File: src/rtl/proc_dma_pkg.sv
// Shared types for the proc_dma word-copy engine and for other data-memory initiators.
// Fill support in the engine is compiled in with the PROC_DMA_FILL_EN macro.
package proc_dma_pkg;

  typedef enum logic [1:0] {
    IDLE  = 2'd0,
    READ  = 2'd1,
    WRITE = 2'd2,
    DONE  = 2'd3
  } state_t;

  localparam logic MEMREQ_READ  = 1'b0;
  localparam logic MEMREQ_WRITE = 1'b1;

endpackage

File: src/rtl/proc_dma_ctrl.sv
// Sequencing FSM for proc_dma: handshake, status outputs and request valid/type.
// With PROC_DMA_FILL_EN defined, a fill transfer loops in WRITE and never visits READ.
module proc_dma_ctrl
  import proc_dma_pkg::*;
(
  input  logic clk,
  input  logic rst,
  input  logic start_val,
  input  logic len_zero,
  input  logic last,
  input  logic fill_mode,
  output logic start_rdy,
  output logic busy,
  output logic done,
  output logic req_val,
  output logic req_type
);

  state_t state_reg;
  state_t state_next;

`ifdef PROC_DMA_FILL_EN
  logic fill_reg;

  always_ff @(posedge clk or posedge rst) begin
    if (rst) begin
      fill_reg <= 1'b0;
    end else if (start_val && state_reg == IDLE) begin
      fill_reg <= fill_mode;
    end
  end
`else
  logic unused_fill_mode;
  assign unused_fill_mode = fill_mode;
`endif

  always_ff @(posedge clk or posedge rst) begin
    if (rst) begin
      state_reg <= IDLE;
    end else begin
      state_reg <= state_next;
    end
  end

  always_comb begin
    state_next = state_reg;
    case (state_reg)
      IDLE: begin
        if (start_val) begin
          if (len_zero) begin
            state_next = DONE;
          end else begin
`ifdef PROC_DMA_FILL_EN
            state_next = fill_mode ? WRITE : READ;
`else
            state_next = READ;
`endif
          end
        end
      end
      READ:  state_next = WRITE;
      WRITE: begin
        if (last) begin
          state_next = DONE;
        end else begin
`ifdef PROC_DMA_FILL_EN
          state_next = fill_reg ? WRITE : READ;
`else
          state_next = READ;
`endif
        end
      end
      DONE:    state_next = IDLE;
      default: state_next = IDLE;
    endcase
  end

  always_comb begin
    start_rdy = 1'b0;
    busy      = 1'b1;
    done      = 1'b0;
    req_val   = 1'b0;
    req_type  = MEMREQ_READ;
    case (state_reg)
      IDLE: begin
        start_rdy = 1'b1;
        busy      = 1'b0;
      end
      READ: begin
        req_val  = 1'b1;
        req_type = MEMREQ_READ;
      end
      WRITE: begin
        req_val  = 1'b1;
        req_type = MEMREQ_WRITE;
      end
      DONE: begin
        done = 1'b1;
      end
      default: begin
        start_rdy = 1'b0;
      end
    endcase
  end

endmodule

File: src/rtl/proc_dma.sv
// Single-channel word-copy DMA initiator: pointers, word counter and data register.
// Optional fill mode is compiled in with the PROC_DMA_FILL_EN macro.
module proc_dma
  import proc_dma_pkg::*;
#(
  parameter int LEN_W = 16
) (
  input  logic             clk,
  input  logic             rst,
  input  logic             start_val,
  output logic             start_rdy,
  input  logic [31:0]      src_addr,
  input  logic [31:0]      dst_addr,
  input  logic [LEN_W-1:0] len,
  input  logic             fill_mode,
  input  logic [31:0]      fill_data,
  output logic             busy,
  output logic             done,
  output logic             dmemreq_val,
  output logic             dmemreq_type,
  output logic [31:0]      dmemreq_addr,
  output logic [31:0]      dmemreq_wdata,
  input  logic [31:0]      dmemresp_rdata
);

  logic [31:0]      src_reg;
  logic [31:0]      dst_reg;
  logic [31:0]      data_reg;
  logic [LEN_W-1:0] remaining_reg;
  logic             accept;
  logic             req_val;
  logic             req_type;
  logic             is_read;
  logic             is_write;

  assign accept   = start_val && start_rdy;
  assign is_read  = req_val && (req_type == MEMREQ_READ);
  assign is_write = req_val && (req_type == MEMREQ_WRITE);

  proc_dma_ctrl u_ctrl (
    .clk       (clk),
    .rst       (rst),
    .start_val (start_val),
    .len_zero  (len == '0),
    .last      (remaining_reg == LEN_W'(1)),
    .fill_mode (fill_mode),
    .start_rdy (start_rdy),
    .busy      (busy),
    .done      (done),
    .req_val   (req_val),
    .req_type  (req_type)
  );

`ifndef PROC_DMA_FILL_EN
  logic unused_fill_data;
  assign unused_fill_data = ^fill_data;
`endif

  always_ff @(posedge clk or posedge rst) begin
    if (rst) begin
      src_reg       <= '0;
      dst_reg       <= '0;
      data_reg      <= '0;
      remaining_reg <= '0;
    end else begin
      if (accept) begin
        src_reg       <= {src_addr[31:2], 2'b00};
        dst_reg       <= {dst_addr[31:2], 2'b00};
        remaining_reg <= len;
`ifdef PROC_DMA_FILL_EN
        // A copy overwrites this in READ, so preloading it is harmless.
        data_reg      <= fill_data;
`endif
      end
      if (is_read) begin
        data_reg <= dmemresp_rdata;
        src_reg  <= src_reg + 32'd4;
      end
      if (is_write) begin
        dst_reg       <= dst_reg + 32'd4;
        remaining_reg <= remaining_reg - LEN_W'(1);
      end
    end
  end

  assign dmemreq_val  = req_val;
  assign dmemreq_type = req_type;

  // Request fields are forced to zero whenever no request is valid.
  always_comb begin
    dmemreq_addr  = '0;
    dmemreq_wdata = '0;
    if (is_read) begin
      dmemreq_addr = src_reg;
    end else if (is_write) begin
      dmemreq_addr  = dst_reg;
      dmemreq_wdata = data_reg;
    end
  end

endmodule
File: config.mk
export PLATFORM = sky130hd
export DESIGN_NAME = proc_dma
export DESIGN_NICKNAME = d
export VERILOG_FILES = /design/src/rtl/proc_dma_pkg.sv /design/src/rtl/proc_dma_ctrl.sv /design/src/rtl/proc_dma.sv
export SDC_FILE = /design/constraint.sdc
export NUM_CORES = 1
export LEC_CHECK = 0
export BUFFER_PORTS_ARGS = -buffer_cell sky130_fd_sc_hd__buf_2
export CAP_MARGIN = 30
export CORE_MARGIN = 5
export CORE_UTILIZATION = 55
export CTS_CLUSTER_SIZE = 12
export DETAILED_ROUTE_END_ITERATION = 8
export HOLD_SLACK_MARGIN = 0.12
export PLACE_DENSITY_LB_ADDON = 0.1
export SYNTH_ARGS = -nofsm -noshare
export SYNTH_HDL_FRONTEND = slang
export SYNTH_HIERARCHICAL = 1
export SYNTH_SLANG_ARGS = --single-unit
File: constraint.sdc
create_clock -name clk -period 4.9 [get_ports clk]
set_clock_uncertainty 0.05 [all_clocks]
set_input_delay 0.49 -clock clk [delete_from_list [all_inputs] [get_ports clk]]
set_output_delay 0.49 -clock clk [all_outputs]
set_load 0.02 [all_outputs]
==> results_dict.tcl <==
set metrics [dict create \
    synth_most_common_cell "nand2_1" \
    r2r_end "remaining_reg[5]$_DFFE_PP0P_" \
    cts_buffers 9 \
    powerDensity_nw_per_um2 748.7 \
    worst-path-stages 8 \
    clock_latency_ps 350 \
    pin_count 217 \
    slew_violations 0 \
    diodes 0 \
    cts_tree "built" \
    crit_start "u_ctrl/state_reg[0]$_DFFE_PP0P_" \
    ctsResizeCount 0 \
    largest_reg_flops 32 \
    rows 39 \
    initial_core_util 0.5675 \
    worstSetupPathType "flop to flop" \
    grt_remaining_overflow 0 \
    grt_use_total 0.2735 \
    cp-end-kind "flop" \
    fp.dieH_um 119.0 \
    crit_family "simple AND/OR/NAND/NOR gates" \
    ff2ff_path_depth 8 \
    area_growth_pct 21.04 \
    dp_hpwl_um 14090 \
    relSlewSlack 0.3253 \
    cp_num_buf_inv 2 \
    wl_um 19480 \
    antenna_found_initial 0 \
    fp.dieW_um 119.0 \
    synth.top_cell.area_share 0.4212 \
    yosysSeqAreaShare 0.4212 \
    drive_gt1_frac 0.2436 \
    yosys.area.top_type "dfrtp_1" \
    clk_transition_reported_paths_ps 70 \
    synth.distinct_cells 57 \
    crit_fanout 47 \
    critPathLaunchType "flop" \
    hold_path.class "input port to flop" \
    setup_viol 0 \
    grt_pass1_vias 6409 \
    rsz0062_at_grt "no" \
    nets 1082 \
    async_flop_share 1.000 \
    grt_pass1_wl_um 31840 \
    dieArea_um2 14160 \
    required_ps 5100 \
    drc 0 \
    arrival_ps 3690 \
    synth_edf_count 0 \
    hold_viol 0 \
    crit-reg2reg-launch "u_ctrl/state_reg[0]$_DFFE_PP0P_" \
    status "complete, no violations" \
    via_count 6603 \
    port_buffers 177 \
    cts_root_buffer "clkbuf_16" \
    fin_cells 1075 \
    ant_nets 0 \
    viasPerCell 6.142 \
    synthCells 775 \
    power.leakage_uw 0.003801 \
    first_iter_violations 553 \
    clock_sinks 110 \
    ir_drop_mv 0.5262 \
    worst_pin_slew_ps 1012 \
    h-tree-depth 3 \
    yosys-top-cells-area "dfrtp_1 (42%), nand2_1 (7.5%), mux2i_1 (5.2%)" \
    syn_area_um2 6535 \
    total_power_uw 5923 \
    cts_max_path_buffers 2 \
    ys_ff_latch 110 \
    yosysWarnings 6 \
    max_stage_delay_ps 800 \
    cp_slowest_cell "ha_2" \
    post-route-period-util 0.7123 \
    fmax_mhz 286.5 \
    rrSetupSlack_ps 1410 \
    setup.worst_path.end "remaining_reg[5]$_DFFE_PP0P_" \
    postCtsSetupBuffers 0 \
    place_inst 1057 \
    fin_tns_setup_ps 0 \
    fp.coreArea_um2 11520 \
    worstPathCellList "inv_1 -> ha_2 -> nand2_1 -> nand2_1 -> nand2_1 -> buf_16 -> o32a_1 -> o21a_1" \
    routabilityCongestion 0.9214 \
    max-cap-violations 0 \
    ys.flop_type "dfrtp_1" \
    hold_depth 3 \
    avgSynthCellArea_um2 8.432 \
    netlist_top_cells_count "nand2_1 (130), dfrtp_1 (110), nor2_1 (80), and3_1 (44), o21ai_0 (37)" \
    timing.critical_path.mode_cell "nand2_1" \
    utilization 0.6869 \
    wl_per_cell_um 18.12 \
    layout_min_cycle_time_ps 3490 \
    grt_max_degree 74 \
    dr.pass1.iters 5 \
]
## placed cells by master, fill, tap and decap left out, types with 19 or more instances in the layout
| cell type | netlist | routed |
|---|---|---|
| nor2_1 | 80 | 79 |
| and3_1 | 44 | 44 |
| o21ai_0 | 37 | 37 |
| a21oi_1 | 33 | 33 |
| nor2b_1 | 32 | 31 |
| buf_2 | 4 | 177 |
| nor3_1 | 19 | 19 |
| a211oi_1 | 24 | 24 |
| dfrtp_1 | 110 | 110 |
| nand2_1 | 130 | 130 |
| nand3_1 | 25 | 25 |
| a311oi_1 | 20 | 20 |
| mux2i_1 | 34 | 34 |
## kinds of logic after synthesis
group	Yosys count	synth area share
AND/OR/NAND/NOR	386	0.2943
AO/OA/AOI/OAI	165	0.1694
flip-flops	110	0.4212
buffers and inverters	67	0.04231
multiplexers	34	0.05208
adder cells (fa/ha/maj)	7	0.01340
XOR/XNOR	5	0.006702
other	1	0.0005738
## tightest hold or removal path, cell delays in order
cell and delay (ps):
buf_2 70, nand2_1 40, nand2_1 40
## power by group
part	total (uW)	leakage [uW]	internal (uW)	switching [uW]
clock	840	0.000159	499	340
sequential	1840	0.00128	1360	484
combinational	3240	0.00237	1190	2040
total	5920	0.00380	3050	2870
## per-stage QoR
stage	hold slack, ps	setup slack [ps]	instance area, um2
2_1_floorplan	181.2	1514	6539
3_3_place_gp	319.6	878.9	7461
3_5_place_dp	325.9	1455	7533
4_1_cts	260.9	1448	7883
5_1_grt	264.2	1103	7910
6_report	269.2	1410	7910
## how the worst min path moves through the flow
stage	startpoint	end	slack, ps
2_1_floorplan	rst	u_ctrl/state_reg[0]$_DFFE_PP0P_	180
3_3_place_gp	rst	u_ctrl/state_reg[0]$_DFFE_PP0P_	320
3_5_place_dp	rst	u_ctrl/state_reg[0]$_DFFE_PP0P_	330
4_1_cts	dmemresp_rdata[29]	data_reg[29]$_DFFE_PP0P_	260
5_1_grt	dmemresp_rdata[3]	data_reg[3]$_DFFE_PP0P_	260
6_report	dmemresp_rdata[27]	data_reg[27]$_DFFE_PP0P_	270
## routing by layer
layer	track usage	up-vias	part of all wire
met4	0.09124	0	0.025
met3	0.09336	44	0.10
met5	0	-	0
met2	0.4299	344	0.47
met1	0.3557	3137	0.41
li1	-	3078	-
## cell type report
type / instances / area (um2)
fill: 925 / 3606
multi-input combinational: 599 / 3525
sequential: 110 / 2753
timing repair buffer: 192 / 1056
clock buffer: 10 / 229.0
tap: 143 / 178.9
clock inverter: 6 / 110.1
inverter: 15 / 58.81
## repair_timing
action	4_1_cts	5_1_grt
setup endpoints to repair	0	0
hold endpoints to repair	2	0
hold buffers	1	0
No activity file was read; power rests on OpenSTA's default activity.
